[src/rtl/multdiv_sequencer.sv]
// rtl/multdiv_sequencer.sv - start/stall/result sequencer for the shared iterative multdiv unit
//
// Watches the instruction in X. On a mul/div it pulses the multdiv start line for one cycle,
// stalls the front of the pipeline, and then presents the registered result for one cycle.
//
// Ports:
//   clock, reset           rising-edge clock; asynchronous active-high reset
//   x_insn, x_kill         instruction in D/X and its flush flag
//   ctrl_MULT, ctrl_DIV    one-cycle start pulses to multdiv
//   md_result, md_exception, md_ready
//                          multdiv result, exception flag and result-ready
//   stall                  freezes PC, F/D and D/X and inserts a nop into X/M
//   res_valid              one-cycle strobe; X/M selects res_data while it is high
//   res_data, res_exc, rstatus_code
//                          registered result, exception flag and status code (4 mul, 5 div)
module multdiv_sequencer #(
    parameter int MAX_CYCLES = 40,
    parameter int CNT_W      = 6
) (
    input  logic        clock,
    input  logic        reset,
    input  logic [31:0] x_insn,
    input  logic        x_kill,
    output logic        ctrl_MULT,
    output logic        ctrl_DIV,
    input  logic [31:0] md_result,
    input  logic        md_exception,
    input  logic        md_ready,
    output logic        stall,
    output logic        res_valid,
    output logic [31:0] res_data,
    output logic        res_exc,
    output logic [31:0] rstatus_code
);

    typedef enum logic [1:0] {
        S_IDLE = 2'd0,
        S_BUSY = 2'd1,
        S_DONE = 2'd2
    } state_e;

    localparam logic [CNT_W-1:0] CNT_LAST = CNT_W'(MAX_CYCLES - 1);

    state_e           state_q, state_d;
    logic [CNT_W-1:0] cnt_q, cnt_d;
    logic             op_div_q, op_div_d;
    logic [31:0]      res_data_q, res_data_d;
    logic             res_exc_q, res_exc_d;
    logic [2:0]       code_q, code_d;

    logic is_mul, is_div, md_req;
    logic mult_c, div_c, stall_c, valid_c;

    // Only opcode and aluop take part in the decode; the register fields are don't-care.
    logic unused_insn_bits;
    assign unused_insn_bits = ^{x_insn[26:7], x_insn[1:0]};

    assign is_mul = (x_insn[31:27] == 5'b00000) && (x_insn[6:2] == 5'b00110);
    assign is_div = (x_insn[31:27] == 5'b00000) && (x_insn[6:2] == 5'b00111);
    assign md_req = (is_mul || is_div) && !x_kill;

    always_comb begin
        state_d    = state_q;
        cnt_d      = cnt_q;
        op_div_d   = op_div_q;
        res_data_d = res_data_q;
        res_exc_d  = res_exc_q;
        code_d     = code_q;
        mult_c     = 1'b0;
        div_c      = 1'b0;
        stall_c    = 1'b0;
        valid_c    = 1'b0;

        case (state_q)
            S_IDLE: begin
                if (md_req) begin
                    mult_c   = is_mul;
                    div_c    = is_div;
                    stall_c  = 1'b1;
                    op_div_d = is_div;
                    cnt_d    = '0;
                    state_d  = S_BUSY;
                end
            end
            S_BUSY: begin
                stall_c = 1'b1;
                cnt_d   = cnt_q + CNT_W'(1);
                if (x_kill) begin
                    // Flushed instruction: drop the operation, keep the previous result.
                    state_d = S_IDLE;
                end else if (md_ready) begin
                    state_d    = S_DONE;
                    res_exc_d  = md_exception;
                    res_data_d = md_exception ? 32'd0 : md_result;
                    code_d     = md_exception ? (op_div_q ? 3'd5 : 3'd4) : 3'd0;
                end else if (cnt_q == CNT_LAST) begin
                    // Watchdog: multdiv never answered, report it as an exception.
                    state_d    = S_DONE;
                    res_exc_d  = 1'b1;
                    res_data_d = 32'd0;
                    code_d     = op_div_q ? 3'd5 : 3'd4;
                end
            end
            S_DONE: begin
                // X still holds the finished instruction here, so md_req is ignored.
                valid_c = 1'b1;
                state_d = S_IDLE;
            end
            default: begin
                state_d = S_IDLE;
            end
        endcase
    end

    always_ff @(posedge clock or posedge reset) begin
        if (reset) begin
            state_q    <= S_IDLE;
            cnt_q      <= '0;
            op_div_q   <= 1'b0;
            res_data_q <= 32'd0;
            res_exc_q  <= 1'b0;
            code_q     <= 3'd0;
        end else begin
            state_q    <= state_d;
            cnt_q      <= cnt_d;
            op_div_q   <= op_div_d;
            res_data_q <= res_data_d;
            res_exc_q  <= res_exc_d;
            code_q     <= code_d;
        end
    end

    // The IDLE-state pulses are combinational on x_insn; masking them with reset keeps
    // every output low for the whole time reset is held, even with a mul/div sitting in X.
    assign ctrl_MULT    = mult_c && !reset;
    assign ctrl_DIV     = div_c && !reset;
    assign stall        = stall_c && !reset;
    assign res_valid    = valid_c;
    assign res_data     = res_data_q;
    assign res_exc      = res_exc_q;
    assign rstatus_code = {29'd0, code_q};

endmodule
[config.mk]
export PLATFORM = sky130hd
export DESIGN_NAME = multdiv_sequencer
export DESIGN_NICKNAME = d
export VERILOG_FILES = /design/src/rtl/multdiv_sequencer.sv
export SDC_FILE = /design/constraint.sdc
export NUM_CORES = 1
export LEC_CHECK = 0
export ABC_AREA = 1
export CAP_MARGIN = 20
export CORE_MARGIN = 2
export CORE_UTILIZATION = 39
export CTS_CLUSTER_SIZE = 30
export DETAILED_ROUTE_END_ITERATION = 16
export PLACE_DENSITY = 0.89
export SYNTH_ARGS = -nofsm -noshare
export SYNTH_HDL_FRONTEND = slang
export SYNTH_SLANG_ARGS = --single-unit
[constraint.sdc]
create_clock -name clock -period 3.4 [get_ports clock]
set_input_delay 0.68 -clock clock [delete_from_list [all_inputs] [get_ports clock]]
set_output_delay 0.68 -clock clock [all_outputs]
set_load 0.02 [all_outputs]
# Word-level counts from Yosys, hierarchy flattened
# Cells that the tools add are included.
# op_classes
n_addsub	1
n_reduce_logical	17
n_eq_ne	7
n_mux	23
n_bitwise	1
# ops
operator	count
$mux W32	3
$pmux W6 S2	1
$eq A5 B3 Y1 const B	2
$mux W1	9
$mux W3	3
$mux W2	4
$add A6 B1 Y6 const B	1
$eq A6 B6 Y1 const B	1
$logic_and A1 B1 Y1	6
$mux W6	1
$reduce_and A2 Y1	3
$logic_not A5 Y1	1
$ne A4 B4 Y1 const B	1
$pmux W2 S2	1
$reduce_bool A2 Y1	2
$reduce_and A3 Y1	1
$eq A2 B1 Y1 const B	1
$eq A2 B2 Y1 const B	1
$logic_not A1 Y1	2
$logic_not A2 Y1	1
$ne A2 B2 Y1 const B	1
$pmux W1 S2	1
$logic_or A1 B1 Y1	1
$not A1 Y1	1
# totals
output_inout_bits	69
in_bits	69
regBits	45
elab_cells	55

# Longest topological paths before layout
# Gate-level depths: netlist of run 1.
# logic_depth
ltp_word	7
depth_mapped	10
ltp_nobuf	8

# Worst setup path after synthesis of run 1
# No wires, ideal clock.
# synth_path
path_kind	input to output
start	input reset
end	output ctrl_MULT
path_slack_ps	314
required_ps	2720
n_path_buf	0
path_stages	3
arrival_ps	2406
path_cell_list	inv_1 > nand3_1 > nor4_1
# synth_between
elab_chain_cells	2
# synth_lines
item	line_no	rtl
start, declared	21	input logic reset,
$logic_not A1 Y1	135	assign ctrl_MULT = mult_c && !reset;
$logic_and A1 B1 Y1	135	
end, declared	24	output logic ctrl_MULT,
# Every way passes these cells.

# Worst setup path after layout of run 1
# layout_path
start	input x_insn[30]
end	output ctrl_DIV
# layout_between
elab_chain_cells	7
word_cells_on_any_way	8
# layout_lines
item	line_no	rtl
start, declared	22	input logic [31:0] x_insn,
$logic_not A5 Y1 *	58, 59	
$logic_and A1 B1 Y1 (on tied branches)	58, 59	
$logic_or A1 B1 Y1	60	assign md_req = (is_mul || is_div) && !x_kill;
$logic_and A1 B1 Y1	60	
$mux W1 *	76	if (md_req) begin
$mux W1 *	74	case (state_q)
$logic_and A1 B1 Y1 *	136	assign ctrl_DIV = div_c && !reset;
end, declared	25	output logic ctrl_DIV,
# Mark *: on every way between the ends. The rest lies on a longest branch, timed or not.

==> results_dict.tcl, run 1 <==
set metrics [dict create \
    status "complete, no violations" \
    drtIter0Drc 113 \
    pre_cts_slack_ps 278.6 \
    crit_slowest_cell "clkdlybuf4s50_1" \
    p_leak_nw 1.377 \
    final_max_slew_viol_count 0 \
    finalWeightedCongestion 0.7321 \
    p_int_mw 0.8059 \
    numCtsBuffers 5 \
    synth-xor-area-share_pct 0.4032 \
    final_nets 411 \
    grt.total_usage_pct 15.00 \
    finalSetupViolCount 0 \
    io_pins 138 \
    clockBufferDepth 2 \
    async_flop_share_pct 100.0 \
    drive_above_1_share_pct 7.310 \
    fin_crit_ps 3109 \
    cp_max_fo 3 \
    final_common_cell "clkdlybuf4s50_1" \
    seqPwrFrac_pct 49.6 \
    synthCells 259 \
    cts_setup_buffers 0 \
    drt-pass1-iter-count 4 \
    power_density_nw_per_um2 357.4 \
    core_sq_um 5439 \
    start_kind "input port" \
    synth_adder_area_share_pct 0.5760 \
    start_util_pct 39.94 \
    ys_seq_area_share_pct 49.54 \
    diodes 0 \
    endpoint_kind "output pin" \
    cts_tree "yes" \
    wl_per_cell_microns 11.34 \
    ys_types 24 \
    grt_max_degree 44 \
    grt_pass1_wl_mm 7.458 \
    drc 0 \
    rrSetupSlack_ps 1570 \
    p_total_mw 1.096 \
    syn_avg_cell_area_sq_um 8.386 \
    path_common_cell "clkdlybuf4s50_1" \
    fin_skew_ps 4.686 \
    synthMuxAreaShare_pct 0 \
    path_clk_slew_ps 80 \
    synthDominantCellAreaShare_pct 49.54 \
    die_h_microns 78.63 \
    dieArea_sq_um 6183 \
    core.rowCount 27 \
    synth_warnings 0 \
    drv_cap 0 \
    cts.sinks 43 \
    crit_start "x_insn[30]" \
    grt_pass1_vias 1690 \
    cp.arrival_ps 2430 \
    fin_hold_ws_ps 490.0 \
    hp-class "reg -> reg" \
    slew_headroom_pct 43.35 \
    cp.required_ps 2720 \
    synth.area.top_cells "dfrtp_1, nand2_1, buf_4" \
    path_cells "clkdlybuf4s50_1 -> or2_2 -> nor2_1 -> nand3_1 -> nor3_1 -> clkdlybuf4s50_1" \
    synth_ff_type "dfrtp_1" \
    synth_top_family_by_area "simple AND/OR/NAND/NOR gates" \
    die_w_microns 78.63 \
    r2r-start "cnt_q[0]$_DFFE_PP0P_" \
    power_frac_clock_pct 32.0 \
    antenna_left 0 \
    synth.largest_area_cell "dfrtp_1" \
    synth_edf_count 0 \
    dp_hpwl_mm 3.563 \
    fmaxAchievable_mhz 321.7 \
    grt_overflow_total 0 \
    setup_slack_ps 291.1 \
    io_buffers 85 \
    comb_power_share_pct 18.4 \
    fin_util_pct 56.38 \
    routed_wl_mm 4.696 \
    cts_resized 0 \
    slowest_delay_ps 640 \
    area_growth_syn_to_layout_pct 41.19 \
    hold_viol_final 0 \
    clock_latency_ps 280 \
    root_buffer "clkbuf_8" \
    critical_path.endpoint "ctrl_DIV" \
    antenna_found_initial 0 \
    tns_ps 0 \
    path_class "in -> out" \
    ys_seq_elements 43 \
    vias 1834 \
    timing.rr.end "code_q[2]$_DFFE_PP0P_" \
    fillers 509 \
    routed_via_density 4.430 \
    ir_drop_uv 268.3 \
    switching_share_pct 26.47 \
    max_slew.worst_pin.slew_ps 846.6 \
    rsz0062_at_grt "false" \
    synth-simple-area-share_pct 23.73 \
    final_cell_mix "clkdlybuf4s50_1, nand2_1, dfrtp_1" \
    synth_compound_area_share_pct 9.620 \
    syn-cell-area_sq_um 2172 \
    p_sw_mw 0.2902 \
    ctsHoldBuffers 0 \
    finalCritPeriodShare_pct 91.44 \
    h-tree-depth 2 \
    worstRegToRegCells 8 \
]
area by class of cell:
cell class,instances,area [sq um],share of cell area [%]
clock buffers,7,96.34,3.142
inverters,12,45.04,1.469
flip-flops and latches,43,1076,35.09
repair buffers,89,893.4,29.13
clock inverters,1,7.507,0.2448
well taps,72,90.09,2.938
multi-input cells,190,858.3,27.99
cells by family after synthesis:
family	after synthesis
fa+ha+maj	1
buf+inv	55
other cells	1
flops	43
xor+xnor	1
compound gates	38
simple gates	120
worst max-delay path: cells and delay by family:
family | cells | cell delay [ps]
buffers and inverters | 2 | 1030
and+or+nand+nor | 4 | 720
how the worst min path moves through the flow:
| stage | from | endpoint | slack, ps | cells past startpoint |
|---|---|---|---|---|
| 6_report | res_data[10]$_DFFE_PP0P_ | res_data[10]$_DFFE_PP0P_ | 490 | 2 |
| 5_1_grt | res_data[7]$_DFFE_PP0P_ | res_data[7]$_DFFE_PP0P_ | 520 | 2 |
| 4_1_cts | res_data[10]$_DFFE_PP0P_ | res_data[10]$_DFFE_PP0P_ | 490 | 2 |
| 3_5_place_dp | res_data[11]$_DFFE_PP0P_ | res_data[11]$_DFFE_PP0P_ | 470 | 2 |
| 3_3_place_gp | res_data[10]$_DFFE_PP0P_ | res_data[10]$_DFFE_PP0P_ | 460 | 2 |
| 2_1_floorplan | op_div_q$_DFFE_PP0P_ | op_div_q$_DFFE_PP0P_ | 450 | 2 |
cells in the mapped netlist (all sizes together), types with 2 or more instances:
cell,instances
buf,40
or2,2
nand3,33
dfrtp,43
o21ai,37
clkbuf,3
inv,11
nand2,67
nor2,15
sequential cells by signal, summed over array words and instances (netlist names):
register and flops:
code_q 2, res_data 32, op_div_q 1, state_q 2
cnt_q 6
stage by stage:
| stage | std cells | instance area [sq um] |
|---|---|---|
| final | 414 | 3067 |
| after global routing | 414 | 3067 |
| after CTS | 414 | 3067 |
| after detailed placement | 406 | 2963 |
| after global placement | 406 | 2963 |
| after floorplan | 288 | 2281 |
power by group through the flow:
stage,combinational [mW],sequential [mW],clock (mW)
2_1_floorplan,0.125,0.564,0
3_3_place_gp,0.198,0.552,0
3_5_place_dp,0.202,0.553,0
4_1_cts,0.203,0.543,0.363
5_1_grt,0.222,0.546,0.381
6_report,0.202,0.543,0.351
layer usage:
layer	wire length (microns)	up-vias	global-route usage [%]
met3	429	6	5.057
li1	-	932	-
met5	0	-	0
met2	2335	79	26.50
met1	1888	817	17.06
met4	43	0	4.561
(Power assumes the default switching activity.)
==> run 2: changes to the inputs <==
--- a/config.mk
+++ b/config.mk
@@ -12,6 +12,7 @@
 export CTS_CLUSTER_SIZE = 30
 export DETAILED_ROUTE_END_ITERATION = 16
 export PLACE_DENSITY = 0.89
+export SETUP_SLACK_MARGIN = 0.15
 export SYNTH_ARGS = -nofsm -noshare
 export SYNTH_HDL_FRONTEND = slang
 export SYNTH_SLANG_ARGS = --single-unit
==> results_dict.tcl, run 2 (synthesis gave the netlist of run 1 again) <==
set metrics [dict create \
    area_growth_syn_to_layout_pct 41.30 \
    cts.sinks 43 \
    numPlacedInstances 406 \
    hold_viol_final 0 \
    root_buffer "clkbuf_8" \
    drt-pass1-iter-count 4 \
    placed_area_sq_um 2963 \
    multiInputGateArea_sq_um 858.3 \
    antenna_left 0 \
    fin_hold_ws_ps 490.0 \
    fin_skew_ps 4.508 \
    fmaxAchievable_mhz 325.1 \
    largest_register_ff_count 32 \
    clockBufferDepth 2 \
    wl_per_cell_microns 11.34 \
    io_pins 138 \
    routed_wl_mm 4.696 \
    drtIter0Drc 113 \
    grt_max_degree 44 \
    cp.required_ps 2720 \
    h-tree-depth 2 \
    rsz0062_at_grt "false" \
    finalWeightedCongestion 0.7321 \
    max_slew.worst_pin.slew_ps 846.6 \
    fin_crit_ps 3076 \
    grt_pass1_wl_mm 7.458 \
    comb_power_share_pct 18.4 \
    grt_pass1_vias 1690 \
    drv_cap 0 \
    ir_drop_uv 268.3 \
    diodes 0 \
    fillers 510 \
    dp_hpwl_mm 3.563 \
    die_h_microns 78.63 \
    cp_max_fo 3 \
    power_frac_clock_pct 32.1 \
    start_util_pct 39.94 \
    grt.total_usage_pct 15.00 \
    final_nets 411 \
    pre_cts_slack_ps 278.6 \
    p_int_mw 0.8059 \
    core.rowCount 27 \
    cp.arrival_ps 2400 \
    final_cell_mix "clkdlybuf4s50_1, nand2_1, dfrtp_1" \
    final_common_cell "clkdlybuf4s50_1" \
    hp-class "reg -> reg" \
    fin_util_pct 56.43 \
    drc 0 \
    endpoint_kind "output pin" \
    cts_tree "yes" \
    fin_area_sq_um 3069 \
    tns_ps 0 \
    p_sw_mw 0.2903 \
    drive_above_1_share_pct 7.310 \
    power_density_nw_per_um2 357.2 \
    path_clk_slew_ps 80 \
    final_max_slew_viol_count 0 \
    p_leak_nw 1.395 \
    clock_latency_ps 280 \
    finalCritPeriodShare_pct 90.47 \
    numCtsBuffers 5 \
    vias 1840 \
    cts_setup_buffers 0 \
    path_class "in -> out" \
    p_total_mw 1.096 \
    antenna_found_initial 0 \
    start_kind "input port" \
    die_w_microns 78.63 \
    seqPwrFrac_pct 49.6 \
    switching_share_pct 26.48 \
    grt_overflow_total 0 \
    dieArea_sq_um 6183 \
    slew_headroom_pct 43.35 \
    status "complete, no violations" \
    io_buffers 85 \
    setup_slack_ps 323.9 \
    register_area_sq_um 1076 \
    finalSetupViolCount 0 \
    core_sq_um 5439 \
    routed_via_density 4.444 \
    final_cells 414 \
    rrSetupSlack_ps 1570 \
]
[run 2: changes by cell type in the layout (fill, tap and decap cells not counted)]
| cell | change |
|---|---|
| clkdlybuf4s50_1 | -1 |
| dlymetal6s2s_1 | +1 |
[run 2: layout make-up]
type	count	share of cell area [%]
clock buffer	7	3.139
clock inverter	1	0.2446
inverter	12	1.468
multi-input combinational	190	27.97
sequential	43	35.06
tap	72	2.935
timing repair buffer	89	29.19
[run 2: path summary, 6_finish.rpt]
| check | start | depth (start not counted) | end |
|---|---|---|---|
| worst min register to register | res_data[10]$_DFFE_PP0P_ | 2 | res_data[10]$_DFFE_PP0P_ |
| worst max register to register | cnt_q[0]$_DFFE_PP0P_ | 8 | code_q[2]$_DFFE_PP0P_ |
| max in group asynchronous | reset | 3 | res_data[9]$_DFFE_PP0P_ |
| min in group asynchronous | reset | 3 | state_q[0]$_DFFE_PP0P_ |
| worst max-delay path | x_insn[30] | 6 | stall |
| worst min-delay path | res_data[10]$_DFFE_PP0P_ | 2 | res_data[10]$_DFFE_PP0P_ |
[run 2: routing by layer]
metal	part of all wire (%)	track usage (%)
met3	9.1	5.057
met1	40	17.06
met5	0	0
met2	50	26.50
met4	0.92	4.561
[run 2: worst max-delay path, stage by stage]
cell and delay [ps]:
clkdlybuf4s50_1 390, or2_2 310, nor2_1 120, nand3_1 130, a21oi_1 140, clkdlybuf4s50_1 630
[run 2: power by group through the flow]
stage | logic, mW | registers (mW) | clock network [mW]
floorplan | 0.125 | 0.564 | 0
global placement | 0.198 | 0.552 | 0
detailed placement | 0.202 | 0.553 | 0
CTS | 0.203 | 0.543 | 0.363
global route | 0.222 | 0.546 | 0.381
finish | 0.202 | 0.543 | 0.351
[run 2: timing repair]
| item | in CTS | in global routing |
|---|---|---|
| endpoints found under the setup margin | 0 | 1 |
| resized for setup | 0 | 1 |
| endpoints found under the hold margin | 0 | 0 |
| hold buffers | 0 | 0 |
==> run 3: changes to the inputs <==
--- a/config.mk
+++ b/config.mk
@@ -7,7 +7,7 @@
 export LEC_CHECK = 0
 export ABC_AREA = 1
 export CAP_MARGIN = 20
-export CORE_MARGIN = 2
+export CORE_MARGIN = 8
 export CORE_UTILIZATION = 39
 export CTS_CLUSTER_SIZE = 30
 export DETAILED_ROUTE_END_ITERATION = 16
==> results_dict.tcl, run 3 (synthesis gave the netlist of run 1 again) <==
set metrics [dict create \
    p_leak_nw 1.425 \
    rsz0062_at_grt "false" \
    area_growth_syn_to_layout_pct 42.05 \
    drtIter0Drc 42 \
    worstRegToRegCells 8 \
    grt_pass1_wl_mm 9.404 \
    r2r-start "cnt_q[0]$_DFFE_PP0P_" \
    crit_start "x_insn[30]" \
    start_kind "input port" \
    dp_hpwl_mm 4.312 \
    max_slew.worst_pin.slew_ps 877.7 \
    vias 1849 \
    ir_drop_uv 217.8 \
    top_layer "met4" \
    ctsHoldBuffers 0 \
    fin_area_sq_um 3085 \
    final_nets 411 \
    drv_cap 0 \
    largest_register_ff_count 32 \
    grt_overflow_total 0 \
    final_cell_mix "clkdlybuf4s50_1, nand2_1, dfrtp_1" \
    drc 0 \
    io_pins 138 \
    drive_above_1_share_pct 7.310 \
    final_max_slew_viol_count 0 \
    slew_headroom_pct 41.27 \
    drt-pass1-iter-count 4 \
    fin_util_pct 56.73 \
    p_total_mw 1.155 \
    io_buffers 85 \
    clockBufferDepth 2 \
    grt_max_degree 44 \
    clock_latency_ps 290 \
    wl_per_cell_microns 13.42 \
    root_buffer "clkbuf_8" \
    hp-class "reg -> reg" \
    core_sq_um 5439 \
    die_h_microns 90.63 \
    h-tree-depth 2 \
    fin_hold_ws_ps 488.6 \
    routed-wl-met3_microns 458 \
    fin_skew_ps 7.729 \
    fmaxAchievable_mhz 325.5 \
    routed_via_density 4.466 \
    tns_ps 0 \
    final_cells 414 \
    start_util_pct 39.94 \
    finalCritPeriodShare_pct 90.35 \
    numCtsBuffers 5 \
    antenna_found_initial 0 \
    whs_path_depth 2 \
    finalSetupViolCount 0 \
    endpoint_kind "output pin" \
    antenna_left 0 \
    routed_wl_mm 5.556 \
    cts.sinks 43 \
    placed_area_sq_um 2963 \
    wl_met2_mm 2.676 \
    numPlacedInstances 406 \
    min_from "res_data[23]$_DFFE_PP0P_" \
    dieArea_sq_um 8214 \
    setup_slack_ps 328.1 \
    cp_max_fo 2 \
    pre_cts_slack_ps 195.2 \
    cp.arrival_ps 2390 \
    cts_tree "yes" \
    fillers 505 \
    grt.total_usage_pct 13.68 \
    diodes 0 \
    fin_crit_ps 3072 \
    status "complete, no violations" \
    grt_pass1_vias 1865 \
    path_clk_slew_ps 80 \
    path_class "in -> out" \
    cp.required_ps 2720 \
    power_density_nw_per_um2 374.4 \
    finalWeightedCongestion 0.7826 \
    die_w_microns 90.63 \
    final_common_cell "clkdlybuf4s50_1" \
    wl_met1_mm 2.396 \
    core.rowCount 27 \
    hold_viol_final 0 \
]
run 3: cell count changes in the layout (fill, tap and decap cells not counted), sizes merged:
cell	previous run	this run
clkdlybuf4s50	84	83
clkbuf	7	6
bufinv	0	1
dlymetal6s2s	1	2
clkinv	1	2
clkinvlp	1	0
run 3: power by group:
| group | internal [mW] | total (mW) | switching [mW] |
|---|---|---|---|
| clock | 0.238 | 0.409 | 0.171 |
| combinational | 0.0924 | 0.204 | 0.111 |
| sequential | 0.529 | 0.543 | 0.0140 |
| total | 0.859 | 1.16 | 0.296 |
run 3: path summary, 6_finish.rpt:
check,to,slack [ps]
setup / recovery,ctrl_MULT,330
hold / removal,res_data[23]$_DFFE_PP0P_,490
setup reg to reg,code_q[2]$_DFFE_PP0P_,1550
hold reg to reg,res_data[23]$_DFFE_PP0P_,490
max in group asynchronous,res_data[5]$_DFFE_PP0P_,2090
min in group asynchronous,cnt_q[2]$_DFFE_PP0P_,940
run 3: worst max-delay path, cell delays in order:
cell and delay (ps):
clkdlybuf4s50_1 410, or2_2 310, nor4_1 330, clkdlybuf4s50_1 670
run 3: final cells by class:
type	count	area [sq um]	area share, %
tap	72	90.09	2.920
sequential	43	1076	34.87
timing repair buffer	89	898.4	29.12
multi-input combinational	190	858.3	27.82
inverter	12	45.04	1.460
clock inverter	2	35.03	1.135
clock buffer	6	82.58	2.676
run 3: metal layers:
layer / vias to the layer above / global-route usage (%)
li1: 935 / -
met2: 73 / 22.41
met1: 837 / 16.10
met3: 4 / 5.736
met4: 0 / 3.329
met5: - / 0
run 3: timing repair:
| item | in CTS | in global routing |
|---|---|---|
| resized for setup | 0 | 2 |
| buffers inserted | 0 | 0 |
| hold endpoints to repair | 0 | 0 |
| setup endpoints to repair | 0 | 2 |
